File: src/rtl/saradc_pkg.sv
// saradc_pkg: shared types and helpers for the saradc sequencer.
package saradc_pkg;

   // Sequencer states
   typedef enum logic [2:0] {
      ST_IDLE = 3'd0,
      ST_CAL  = 3'd1,
      ST_CONV = 3'd2,
      ST_GAP  = 3'd3,
      ST_DONE = 3'd4
   } state_e;

   // Default saradc result width
   localparam int ADC_W_DEF = 10;

   // Accumulator must hold 2^avg_log2 full-scale samples without wrapping
   function automatic int acc_width(input int adc_w, input int avg_log2);
      return adc_w + avg_log2;
   endfunction

endpackage

File: src/rtl/saradc_ctrl_acc.sv
// saradc_ctrl_acc: burst accumulator, sample counter and shift-average.
// clr starts a new burst (or discards a partial one); add folds in one sample.
module saradc_ctrl_acc
   import saradc_pkg::*;
#(
   parameter int ADC_W    = ADC_W_DEF,
   parameter int AVG_LOG2 = 2
) (
   input  logic             clk,
   input  logic             rstn,
   input  logic             clr,
   input  logic             add,
   input  logic [ADC_W-1:0] sample,
   output logic             last,
   output logic [ADC_W-1:0] avg
);

   localparam int ACC_W = acc_width(ADC_W, AVG_LOG2);
   localparam int CNT_W = AVG_LOG2 + 1;
   localparam logic [CNT_W-1:0] LAST_IDX = CNT_W'((1 << AVG_LOG2) - 1);

   logic [ACC_W-1:0] acc_q, acc_d;
   logic [CNT_W-1:0] cnt_q, cnt_d;

   // Next accumulator / count: clear has priority over a sample
   always_comb begin
      acc_d = acc_q;
      cnt_d = cnt_q;
      if (clr) begin
         acc_d = '0;
         cnt_d = '0;
      end else if (add) begin
         acc_d = acc_q + ACC_W'(sample);
         cnt_d = cnt_q + 1'b1;
      end
   end

   // Accumulator and sample counter registers
   always_ff @(posedge clk or negedge rstn) begin
      if (!rstn) begin
         acc_q <= '0;
         cnt_q <= '0;
      end else begin
         acc_q <= acc_d;
         cnt_q <= cnt_d;
      end
   end

   // The sample being added now completes the burst
   assign last = add & (cnt_q == LAST_IDX);
   // Truncating average of the completed burst
   assign avg  = ADC_W'(acc_q >> AVG_LOG2);

endmodule

File: src/rtl/saradc_ctrl.sv
// saradc_ctrl: calibration / conversion sequencer for the saradc macro with
// burst averaging and a one-entry valid/ready result register.
// Optional watchdog: define SARADC_CTRL_WDOG_EN (adds the TIMEOUT parameter).
module saradc_ctrl
   import saradc_pkg::*;
#(
   parameter int ADC_W    = ADC_W_DEF,
   parameter int AVG_LOG2 = 2,
   parameter int PERIOD_W = 16
`ifdef SARADC_CTRL_WDOG_EN
   ,
   parameter int TIMEOUT  = 4096
`endif
) (
   input  logic                clk,
   input  logic                rstn,
   input  logic                start,
   input  logic                cont,
   input  logic [PERIOD_W-1:0] period,
   input  logic                cal_req,
   input  logic                clr_ovr,
   output logic                adc_en,
   output logic                adc_cal,
   input  logic                adc_valid,
   input  logic [ADC_W-1:0]    adc_result,
   output logic [ADC_W-1:0]    dout,
   output logic                dout_valid,
   input  logic                dout_ready,
   output logic                busy,
   output logic                cal_done,
   output logic                overrun,
   output logic                timeout
);

   state_e              state_q, state_d;
   logic                prev_valid_q;
   logic                cal_pend_q, cal_pend_d;
   logic                start_pend_q, start_pend_d;
   logic                tick_pend_q, tick_pend_d;
   logic [PERIOD_W-1:0] per_cnt_q, per_cnt_d;
   logic [ADC_W-1:0]    dout_q, dout_d;
   logic                dout_valid_q, dout_valid_d;
   logic                cal_done_q, cal_done_d;
   logic                overrun_q, overrun_d;

   logic                vedge, tick, wd_hit;
   logic                acc_clr, acc_add, acc_last;
   logic [ADC_W-1:0]    acc_avg;
   logic [PERIOD_W-1:0] period_m1;

   assign vedge     = adc_valid & ~prev_valid_q;
   assign period_m1 = (period == '0) ? '0 : period - 1'b1;
   assign tick      = cont & (per_cnt_q == period_m1);
   assign acc_add   = (state_q == ST_CONV) & vedge;

   saradc_ctrl_acc #(
      .ADC_W   (ADC_W),
      .AVG_LOG2(AVG_LOG2)
   ) u_acc (
      .clk   (clk),
      .rstn  (rstn),
      .clr   (acc_clr),
      .add   (acc_add),
      .sample(adc_result),
      .last  (acc_last),
      .avg   (acc_avg)
   );

   // Period counter: free-runs while cont is high, wraps on tick
   always_comb begin
      per_cnt_d = per_cnt_q + 1'b1;
      if (!cont || tick) per_cnt_d = '0;
   end

   // FSM next state, request bookkeeping, saradc pins and result register
   always_comb begin
      state_d      = state_q;
      cal_pend_d   = cal_pend_q | cal_req;
      start_pend_d = start_pend_q | start;
      tick_pend_d  = cont & (tick_pend_q | tick);
      acc_clr      = 1'b0;
      adc_en       = 1'b0;
      adc_cal      = 1'b0;
      cal_done_d   = cal_done_q;
      dout_d       = dout_q;
      dout_valid_d = dout_valid_q & ~dout_ready;
      overrun_d    = overrun_q & ~clr_ovr;
      case (state_q)
         ST_IDLE: begin
            if (cal_pend_q) begin
               state_d = ST_CAL;
            end else if (start | start_pend_q) begin
               state_d      = ST_CONV;
               start_pend_d = 1'b0;
               acc_clr      = 1'b1;
            end else if (tick | tick_pend_q) begin
               state_d     = ST_CONV;
               tick_pend_d = 1'b0;
               acc_clr     = 1'b1;
            end
         end
         ST_CAL: begin
            adc_en  = 1'b1;
            adc_cal = 1'b1;
            if (wd_hit) begin
               state_d = ST_IDLE;
            end else if (vedge) begin
               state_d    = ST_IDLE;
               cal_done_d = 1'b1;
               cal_pend_d = cal_req;
            end
         end
         ST_CONV: begin
            adc_en = 1'b1;
            if (wd_hit) begin
               state_d = ST_IDLE;
               acc_clr = 1'b1;
            end else if (vedge) begin
               state_d = acc_last ? ST_DONE : ST_GAP;
            end
         end
         ST_GAP: begin
            state_d = ST_CONV;
         end
         ST_DONE: begin
            state_d = ST_IDLE;
            if (!dout_valid_q || dout_ready) begin
               dout_d       = acc_avg;
               dout_valid_d = 1'b1;
            end else begin
               overrun_d = 1'b1;
            end
         end
         default: state_d = ST_IDLE;
      endcase
   end

   // Control state registers; reset leaves a calibration pending
   always_ff @(posedge clk or negedge rstn) begin
      if (!rstn) begin
         state_q      <= ST_IDLE;
         prev_valid_q <= 1'b0;
         cal_pend_q   <= 1'b1;
         start_pend_q <= 1'b0;
         tick_pend_q  <= 1'b0;
         per_cnt_q    <= '0;
         dout_q       <= '0;
         dout_valid_q <= 1'b0;
         cal_done_q   <= 1'b0;
         overrun_q    <= 1'b0;
      end else begin
         state_q      <= state_d;
         prev_valid_q <= adc_valid;
         cal_pend_q   <= cal_pend_d;
         start_pend_q <= start_pend_d;
         tick_pend_q  <= tick_pend_d;
         per_cnt_q    <= per_cnt_d;
         dout_q       <= dout_d;
         dout_valid_q <= dout_valid_d;
         cal_done_q   <= cal_done_d;
         overrun_q    <= overrun_d;
      end
   end

`ifdef SARADC_CTRL_WDOG_EN
   localparam int WD_W = $clog2(TIMEOUT + 1);

   logic [WD_W-1:0] wd_q, wd_d;
   logic            timeout_q, timeout_d;

   // Watchdog: counts cycles in CAL/CONV since the last valid edge or state entry
   always_comb begin
      wd_d      = '0;
      wd_hit    = 1'b0;
      timeout_d = timeout_q & ~clr_ovr;
      if ((state_q == ST_CAL || state_q == ST_CONV) && !vedge) begin
         if (wd_q == WD_W'(TIMEOUT - 1)) begin
            wd_hit    = 1'b1;
            timeout_d = 1'b1;
         end else begin
            wd_d = wd_q + 1'b1;
         end
      end
   end

   // Watchdog counter and sticky timeout flag
   always_ff @(posedge clk or negedge rstn) begin
      if (!rstn) begin
         wd_q      <= '0;
         timeout_q <= 1'b0;
      end else begin
         wd_q      <= wd_d;
         timeout_q <= timeout_d;
      end
   end

   assign timeout = timeout_q;
`else
   // No watchdog: wait on adc_valid indefinitely
   assign wd_hit  = 1'b0;
   assign timeout = 1'b0;
`endif

   assign dout       = dout_q;
   assign dout_valid = dout_valid_q;
   assign busy       = (state_q != ST_IDLE);
   assign cal_done   = cal_done_q;
   assign overrun    = overrun_q;

endmodule

File: config.mk
export PLATFORM = sky130hd
export DESIGN_NAME = saradc_ctrl
export DESIGN_NICKNAME = d
export VERILOG_FILES = /design/src/rtl/saradc_pkg.sv /design/src/rtl/saradc_ctrl_acc.sv /design/src/rtl/saradc_ctrl.sv
export SDC_FILE = /design/constraint.sdc
export NUM_CORES = 1
export LEC_CHECK = 0
export ABC_CLOCK_PERIOD_IN_PS = 3050
export BUFFER_PORTS_ARGS = -buffer_cell sky130_fd_sc_hd__buf_2
export CAP_MARGIN = 15
export CORE_ASPECT_RATIO = 1.4
export CORE_MARGIN = 3
export CORE_UTILIZATION = 37
export DETAILED_ROUTE_END_ITERATION = 6
export HOLD_SLACK_MARGIN = 0.1
export PLACE_DENSITY = 0.53
export SLEW_MARGIN = 20
export SYNTH_ARGS = -nofsm -noshare
export SYNTH_HDL_FRONTEND = slang
export SYNTH_SLANG_ARGS = --single-unit
File: constraint.sdc
create_clock -name clk -period 3.05 [get_ports clk]
set_clock_uncertainty 0.2 [all_clocks]
set_input_delay 0.61 -clock clk [delete_from_list [all_inputs] [get_ports clk]]
set_output_delay 0.61 -clock clk [all_outputs]
set_load 0.05 [all_outputs]
## After elaboration in Yosys (flattened, before gate mapping)

Cells that the tools add are included.
Widths: inputs -> output; s select.

- Add/subtract/negate cells: 4
- Eq/ne operators: 9
- Mux-type cells: 31
- Bitwise logic cells: 13
- Reductions and logical operators: 12

Operators with widths:

| kind | count |
|---|---|
| $mux 16 | 2 |
| $mux 12 | 2 |
| $mux 3 | 8 |
| $mux 1 | 18 |
| $add 16x1->16 const B | 1 |
| $eq 16x16->1 | 1 |
| $logic_not 16->1 | 1 |
| $sub 16x1->16 const B | 1 |
| $add 12x10->12 | 1 |
| $pmux 3 s4 | 1 |
| $eq 3x2->1 const B | 3 |
| $and 1x1->1 | 7 |
| $ne 2x2->1 const B | 2 |
| $ne 4x4->1 const B | 1 |
| $reduce_and 2->1 | 2 |
| $add 3x1->3 const B | 1 |
| $eq 3x1->1 const B | 1 |
| $eq 3x3->1 const B | 1 |
| $logic_not 3->1 | 1 |
| $not 1->1 | 3 |
| $or 1x1->1 | 3 |
| $reduce_and 3->1 | 1 |
| $reduce_bool 3->1 | 1 |
| $logic_not 1->1 | 2 |
| 3 further kinds | 4 |

- Register bits: 51
- Input port bits: 34
- Output and inout port bits: 17
- Logic and storage cells: 81

## Logic depth before layout (Yosys ltp)

Gate-level depths: netlist of the first run.

- Depth after elaboration: 10
- Depth in mapped cells: 11
- Depth with buffers taken out: 10

## Cells and area by module

Synthesis of the first run repeated with hierarchy kept, for this count alone.

- Cells, all modules: 404
- Area, all modules: 3,739.8 sq um

By module, submodules not included:

| module | instances | cells each | area an instance (sq um) | seq. area each (sq um) |
|---|---|---|---|---|
| saradc_ctrl | 1 | 278 | 2,526.2 | 902.1 |
| saradc_ctrl_acc | 1 | 126 | 1,213.7 | 375.4 |

## Worst setup path after synthesis of the first run

OpenSTA, ideal clock, no wires.

- Path kind: input -> register
- Start: in period[13]
- End: reg u_acc.acc_q[10]
- Setup time: 0.134 ns
- Arrival: 2.774 ns
- Data required time: 2.716 ns
- Setup slack: -0.058 ns
- Stages on the path: 9
- Buffers on the path: 2
- Cell sequence: or4_1 -> dlygate4sd1_1 -> nor2_4 -> o32ai_1 -> a2111oi_2 -> nand4_2 -> nor4_4 -> buf_6 -> nor3_1

- Word-level cells in the longest chain between the ends: 10
- Elaborated cells between the ends (all ways): 12
- Classes of those cells: add/sub: 1; eq/ne: 1; mux: 6; bitwise: 2; reduce/logical: 2

RTL lines:

| element | RTL line | source |
|---|---|---|
| start: declaration | saradc_ctrl.sv:19 | `input logic [PERIOD_W-1:0] period,` |
| $sub 16x1->16 / $logic_not 16->1 (equally long branches) | saradc_ctrl.sv:52 | `assign period_m1 = (period == '0) ? '0 : period - 1'b1;` |
| $mux 16 (*) | saradc_ctrl.sv:52 |  |
| $eq 16x16->1 (*) | saradc_ctrl.sv:53 | `assign tick = cont & (per_cnt_q == period_m1);` |
| $and 1x1->1 (*) | saradc_ctrl.sv:53 |  |
| $or 1x1->1 (*) | saradc_ctrl.sv:96 | `end else if (tick \| tick_pend_q) begin` |
| $mux 1 (*) | saradc_ctrl.sv:96 |  |
| $mux 1 (*) | saradc_ctrl.sv:92 | `end else if (start \| start_pend_q) begin` |
| $mux 1 (*) | saradc_ctrl.sv:90 | `if (cal_pend_q) begin` |
| $mux 1 (*) | - |  |
| $mux 12 / $reduce_bool 2->1 (equally long branches) | - |  |
| end signal: assignment | saradc_ctrl_acc.sv:41 | `acc_q <= '0;` |
| end signal: assignment | saradc_ctrl_acc.sv:44 | `acc_q <= acc_d;` |
| end: declaration | saradc_ctrl_acc.sv:22 | `logic [ACC_W-1:0] acc_q, acc_d;` |

Mark *: on every way between the ends. The rest lies on a longest branch, timed or not.
A chain may end at the register's enable or synchronous reset.

## Worst setup path after layout of the first run

- Start: in period[3]
- End: reg u_acc.acc_q[1]

The elaborated chain is that of the path after synthesis.

==> impl_metrics.tcl, run 1 <==
set metrics [dict create \
    drive_above_1_share_pct 33.5 \
    cts.sinks 51 \
    place_ws_ns -0.234 \
    cts_tree "built" \
    layout_commonest_cell "buf_4" \
    ys_seq_area_share_pct 37.8 \
    synth_area_sq_um 3380 \
    swShare_pct 37.6 \
    fin_crit_sh_pct 97.3 \
    ir_drop_mv 0.542 \
    combPwrFrac_pct 41.6 \
    dp.cells 553 \
    synth_top_area_share_pct 37.0 \
    grt_max_degree 27 \
    postRouteAntennaNets 0 \
    hp-class "in -> async" \
    synthFlopType "dfrtp_1" \
    drc_errors 0 \
    syn_area_per_cell_sq_um 9.55 \
    worst_slew_pin_slew_ns 0.636 \
    crit_arrival_ns 2.94 \
    totalPowerFinal_w 0.00262 \
    drtIter0Drc 65 \
    die-area_sq_um 10300 \
    yosysTopAreaCell "dfrtp_1" \
    setup_viol 0 \
    fillers 814 \
    antenna_cells 0 \
    first_global_vias 3022 \
    die_x_um 86.8 \
    cts_root_buf "clkbuf_16" \
    syn_to_final_growth_pct 29.7 \
    multi_input_area_sq_um 2080 \
    fp.dieH_um 119 \
    async_flop_share_pct 100 \
    numCtsBuffers 5 \
    gp_routability_congestion 0.863 \
    drv_slew 0 \
    synth_edf_count 0 \
    insertion_delay_ns 0.29 \
    min_period_ns 2.97 \
    yosysWarnings 0 \
    port_buffers 49 \
    start_kind "input port" \
    core_area_sq_um 8760 \
    ys_ff_latch 51 \
    critPathKind "in -> reg" \
    nets 508 \
    most-common-layout-cells "buf_4 (61), dfrtp_1 (50), buf_2 (48)" \
    p_leak_nw 2.02 \
    clk_pin_slew_ns 0.07 \
    antenna_found_initial 0 \
    status "finished, final reports clean" \
    dr_total_vias 3010 \
    ff_latch_area_sq_um 1280 \
    grt_pass1_wl_um 14000 \
    power_switching_w 0.000984 \
    clockBufferDepth 2 \
    sequentialPowerShare_pct 36.0 \
    maxCapViolations 0 \
    start_util_pct 38.6 \
    syn-num-nets 403 \
    synthCells 354 \
    rsz0062_at_grt "yes" \
    vias_per_cell 5.33 \
    fin_hold_ws_ns 0.140 \
    critPathMaxFanout 8 \
    htree_num_levels 2 \
    ioPinCount 51 \
    required_ns 3.02 \
    gr-total-overflow 0 \
    synth.area.top_cells "dfrtp_1 (37%), ha_1 (5.2%), nor2_1 (4.7%)" \
    setup_ws_ns 0.0829 \
    wl_per_cell_um 14.9 \
    rows 40 \
    slew_headroom_pct 57.6 \
    routed_wl_um 8390 \
    critPathCaptureType "register" \
    track_usage_pct 16.9 \
    synth_cell_types 62 \
    p_per_area_nw_per_um2 596 \
    p_int_w 0.00163 \
    finalHoldViolCount 0 \
    hpwl_um 6660 \
    clkPwrFrac_pct 22.4 \
    drt_first_pass_iters 4 \
    fin_cells 565 \
    max_freq_mhz 337 \
]
[synthesized netlist by cell type (4+ instances only)]
library cell and instances:
nand3_1 13, a21o_1 4, dfrtp_1 50, nand2b_1 5, nand2_1 23, nand4_1 4
nor4_1 4, mux2i_1 13, and3_1 4, nor2_1 42, xnor2_1 18, xor2_1 15
nor3b_1 4, or3_1 6, clkbuf_1 7, inv_1 6, nor3_1 25, mux2_2 10
ha_1 14, o21ai_0 14, a21oi_1 10
[kinds of logic after synthesis]
kind of cell	after synthesis	share of synthesized area, %
xor gates and xnor gates	33	8.55
and+or+nand+nor	152	24.6
AOI/OAI and AO/OA	60	12.9
DFF	51	37.8
buffers and inverters	19	3.03
other	1	0.111
muxes	23	7.18
adders and majority gates	15	5.77
[worst max-delay path, cell delays in order]
cell,delay [ns]
buf_4,0.12
nor4_4,0.27
buf_6,0.16
nand4_4,0.15
buf_4,0.19
nor3_2,0.19
a311oi_1,0.06
nor3_1,0.27
nand4_2,0.17
nor4_4,0.45
buf_4,0.23
nor3_1,0.06
[sequential cells by signal, indices dropped and copies added, names as in the netlist]
register	count
per_cnt_q	16
u_acc.acc_q	12
dout	10
state_q	3
u_acc.cnt_q	3
cal_done	1
cal_pend_q	1
dout_valid	1
overrun	1
prev_valid_q	1
start_pend_q	1
tick_pend_q	1
[final cells by class]
cell class | instances | share of cell area, %
Tap cell | 105 | 3.00
Clock buffer | 8 | 3.57
Sequential cell | 51 | 29.1
Multi-Input combinational cell | 284 | 47.4
Inverter | 6 | 0.514
Timing Repair Buffer | 111 | 16.4
[per-layer routing]
layer	up-vias	GRT usage, %	share of wire, %
met1	1432	18.8	39
li1	1499	-	-
met3	15	2.01	3.0
met2	64	31.2	54
met5	-	0	0
met4	0	7.41	3.4
[worst paths after layout]
path	from	cells past startpoint	to	slack, ns
max reg2reg	u_acc.acc_q[0]	9	u_acc.acc_q[10]	0.32
max in group asynchronous	rstn	2	cal_pend_q	1.81
min reg2reg	cal_done	1	cal_done	0.26
max	period[3]	12	u_acc.acc_q[1]	0.08
min in group clk	cal_done	1	cal_done	0.26
min	rstn	1	overrun	0.14
[metrics by stage]
step	util (%)	setup TNS [ns]	area, sq um
floorplan	-	0	3380
global route	50.1	-0.360	4390
detailed placement	47.0	-6.70	4120
finish	50.1	0	4390
CTS	48.8	0	4270
global placement	47.0	-5.52	4120
[power by group through the flow]
stage,sequential (W),combinational (W),clock (W)
6_report,0.000941,0.00109,0.000586
5_1_grt,0.000966,0.00122,0.000633
4_1_cts,0.000946,0.00108,0.000603
3_5_place_dp,0.000959,0.00107,0
3_3_place_gp,0.000954,0.00106,0
2_1_floorplan,0.000979,0.000756,0
[repair_timing]
item	4_1_cts	5_1_grt
hold buffers	0	0
setup buffers	0	3
endpoints found under the setup margin	0	32
gates resized for setup	0	20
No activity file was read; power rests on OpenSTA's default activity.
==> inputs of run 2 (changes only) <==
--- a/config.mk
+++ b/config.mk
@@ -13,8 +13,10 @@
 export CORE_UTILIZATION = 37
 export DETAILED_ROUTE_END_ITERATION = 6
 export HOLD_SLACK_MARGIN = 0.1
+export MAX_ROUTING_LAYER = met4
 export PLACE_DENSITY = 0.53
-export SLEW_MARGIN = 20
+export RECOVER_POWER = 25
+export SLEW_MARGIN = 10
 export SYNTH_ARGS = -nofsm -noshare
 export SYNTH_HDL_FRONTEND = slang
 export SYNTH_SLANG_ARGS = --single-unit
==> impl_metrics.tcl, run 2 (synthesis results as in run 1) <==
set metrics [dict create \
    status "finished with violations" \
    violations "capacitance limit, slew limit" \
    p_per_area_nw_per_um2 597 \
    r2r_cells 9 \
    clkPwrFrac_pct 22.4 \
    start_kind "input port" \
    crit_family "simple AND/OR/NAND/NOR gates" \
    core_area_sq_um 8760 \
    grt_max_degree 27 \
    path_cells "buf_4 > nor4_4 > buf_6 > nand4_4 > buf_4 > nor3_2 > a311oi_1 > nor3_1 > nand4_2 > nor4_4 > buf_4 > nor3_1" \
    dr_total_vias 3031 \
    swShare_pct 37.6 \
    p_leak_nw 2.01 \
    multi_input_area_sq_um 2080 \
    nets 508 \
    cp_num_cells 12 \
    fin_cells 565 \
    port_buffers 49 \
    largest_reg_flops 16 \
    largest-register "per_cnt_q" \
    critPathMaxFanout 8 \
    clk_pin_slew_ns 0.07 \
    numCtsBuffers 5 \
    gr-total-overflow 0 \
    setup_viol 0 \
    crit_arrival_ns 2.94 \
    grt_pass1_wl_um 14000 \
    cts_tree "built" \
    start_util_pct 38.6 \
    fin_hold_ws_ns 0.262 \
    reg2reg_slack_ns 0.32 \
    dp.cells 553 \
    cts_root_buf "clkbuf_16" \
    drt_first_pass_iters 4 \
    antenna_cells 0 \
    critPathCaptureType "register" \
    layout_commonest_cell "buf_4" \
    postRouteAntennaNets 0 \
    power_switching_w 0.000983 \
    slew_headroom_pct -1.21 \
    slowest_delay_ns 0.45 \
    startpoint "period[3]" \
    die-area_sq_um 10300 \
    maxCapViolations 1 \
    rsz0062_at_grt "yes" \
    required_ns 3.02 \
    worstReg2RegEnd "u_acc.acc_q[10]" \
    hpwl_um 6660 \
    first_global_vias 3018 \
    most-common-layout-cells "buf_4 (61), dfrtp_1 (50), buf_2 (46)" \
    rows 40 \
    ctsHoldBuffers 0 \
    routed_wl_um 8370 \
    finalHoldViolCount 0 \
    gp_routability_congestion 0.877 \
    critPathSlowestCell "nor4_4" \
    ioPinCount 51 \
    wl_per_cell_um 14.8 \
    hp-class "reg -> reg" \
    critPathKind "in -> reg" \
    worst_slew_pin_slew_ns 1.52 \
    crit_top_cell "buf_4" \
    syn_to_final_growth_pct 29.6 \
    clockBufferDepth 2 \
    ff_latch_area_sq_um 1280 \
    track_usage_pct 17.4 \
    cp_num_buf_inv 4 \
    max_freq_mhz 337 \
    setup_ws_ns 0.0829 \
    min_period_ns 2.97 \
    drv_slew 27 \
    crit_end "u_acc.acc_q[1]" \
    sequentialPowerShare_pct 36.0 \
    p_int_w 0.00163 \
    htree_num_levels 2 \
    die_x_um 86.8 \
    fin_crit_sh_pct 97.3 \
    drc_errors 0 \
    drtIter0Drc 65 \
    fp.dieH_um 119 \
    combPwrFrac_pct 41.6 \
    antenna_found_initial 0 \
    fillers 815 \
    r2r-start "u_acc.acc_q[0]" \
    ir_drop_mv 0.541 \
    insertion_delay_ns 0.29 \
    vias_per_cell 5.36 \
    timing.setup.tns_ns 0 \
    place_ws_ns -0.234 \
    cts.sinks 51 \
    drive_above_1_share_pct 33.0 \
]
run 2: cell count changes in the layout (fill, tap and decap cells not counted):
cell	change
buf_2	-2
clkbuf_1	+2
run 2: through the flow:
stage | cell area, sq um | utilization, % | total power (W)
final | 4380 | 50.0 | 0.00261
after global routing | 4380 | 50.0 | 0.00282
after CTS | 4270 | 48.8 | 0.00263
after detailed placement | 4120 | 47.0 | 0.00203
after global placement | 4120 | 47.0 | 0.00202
after floorplan | 3380 | - | 0.00173
run 2: worst min path at each step:
stage	from	to	slack (ns)	cells past startpoint
final	cal_done	cal_done	0.26	1
after global routing	adc_valid	prev_valid_q	0.29	1
after CTS	rstn	overrun	0.16	1
after detailed placement	cal_done	cal_done	0.25	1
after global placement	cal_done	cal_done	0.25	1
after floorplan	rstn	cal_done	0.11	0
run 2: final cells by class:
cell class                 instances  area share, %
multi-input combinational        284           47.4
sequential                        51           29.1
timing repair buffer             111           16.4
clock buffer                       8           3.57
tap                              105           3.00
inverter                           6          0.514
run 2: per-layer routing:
layer | wire length (um) | global-route usage, % | vias up | share of wire, %
met1 | 3230 | 18.8 | 1439 | 39
met4 | 314 | 7.41 | 0 | 3.8
met3 | 276 | 1.94 | 18 | 3.3
met2 | 4550 | 31.2 | 74 | 54
met5 | 0 | - | - | 0
li1 | - | - | 1500 | -
run 2: what timing repair did:
action | 4_1_cts | 5_1_grt
setup endpoints to repair | 0 | 32
buffers inserted | 0 | 3
gates resized for setup | 0 | 20
run 2: worst register-to-register path, delay by kind of cell, from the launching register on:
family	cells	cell delay, ns
adders and majority gates	2	0.64
xor gates and xnor gates	1	0.16
DFF	1	0.38
and+or+nand+nor	1	0.17
AOI/OAI and AO/OA	5	1.10
run 2: power groups by stage:
| stage | sequential [W] | clock [W] | combinational, W |
|---|---|---|---|
| final | 0.000941 | 0.000585 | 0.00109 |
| after global routing | 0.000966 | 0.000633 | 0.00122 |
| after CTS | 0.000946 | 0.000603 | 0.00108 |
| after detailed placement | 0.000959 | 0 | 0.00107 |
| after global placement | 0.000954 | 0 | 0.00106 |
| after floorplan | 0.000979 | 0 | 0.000756 |
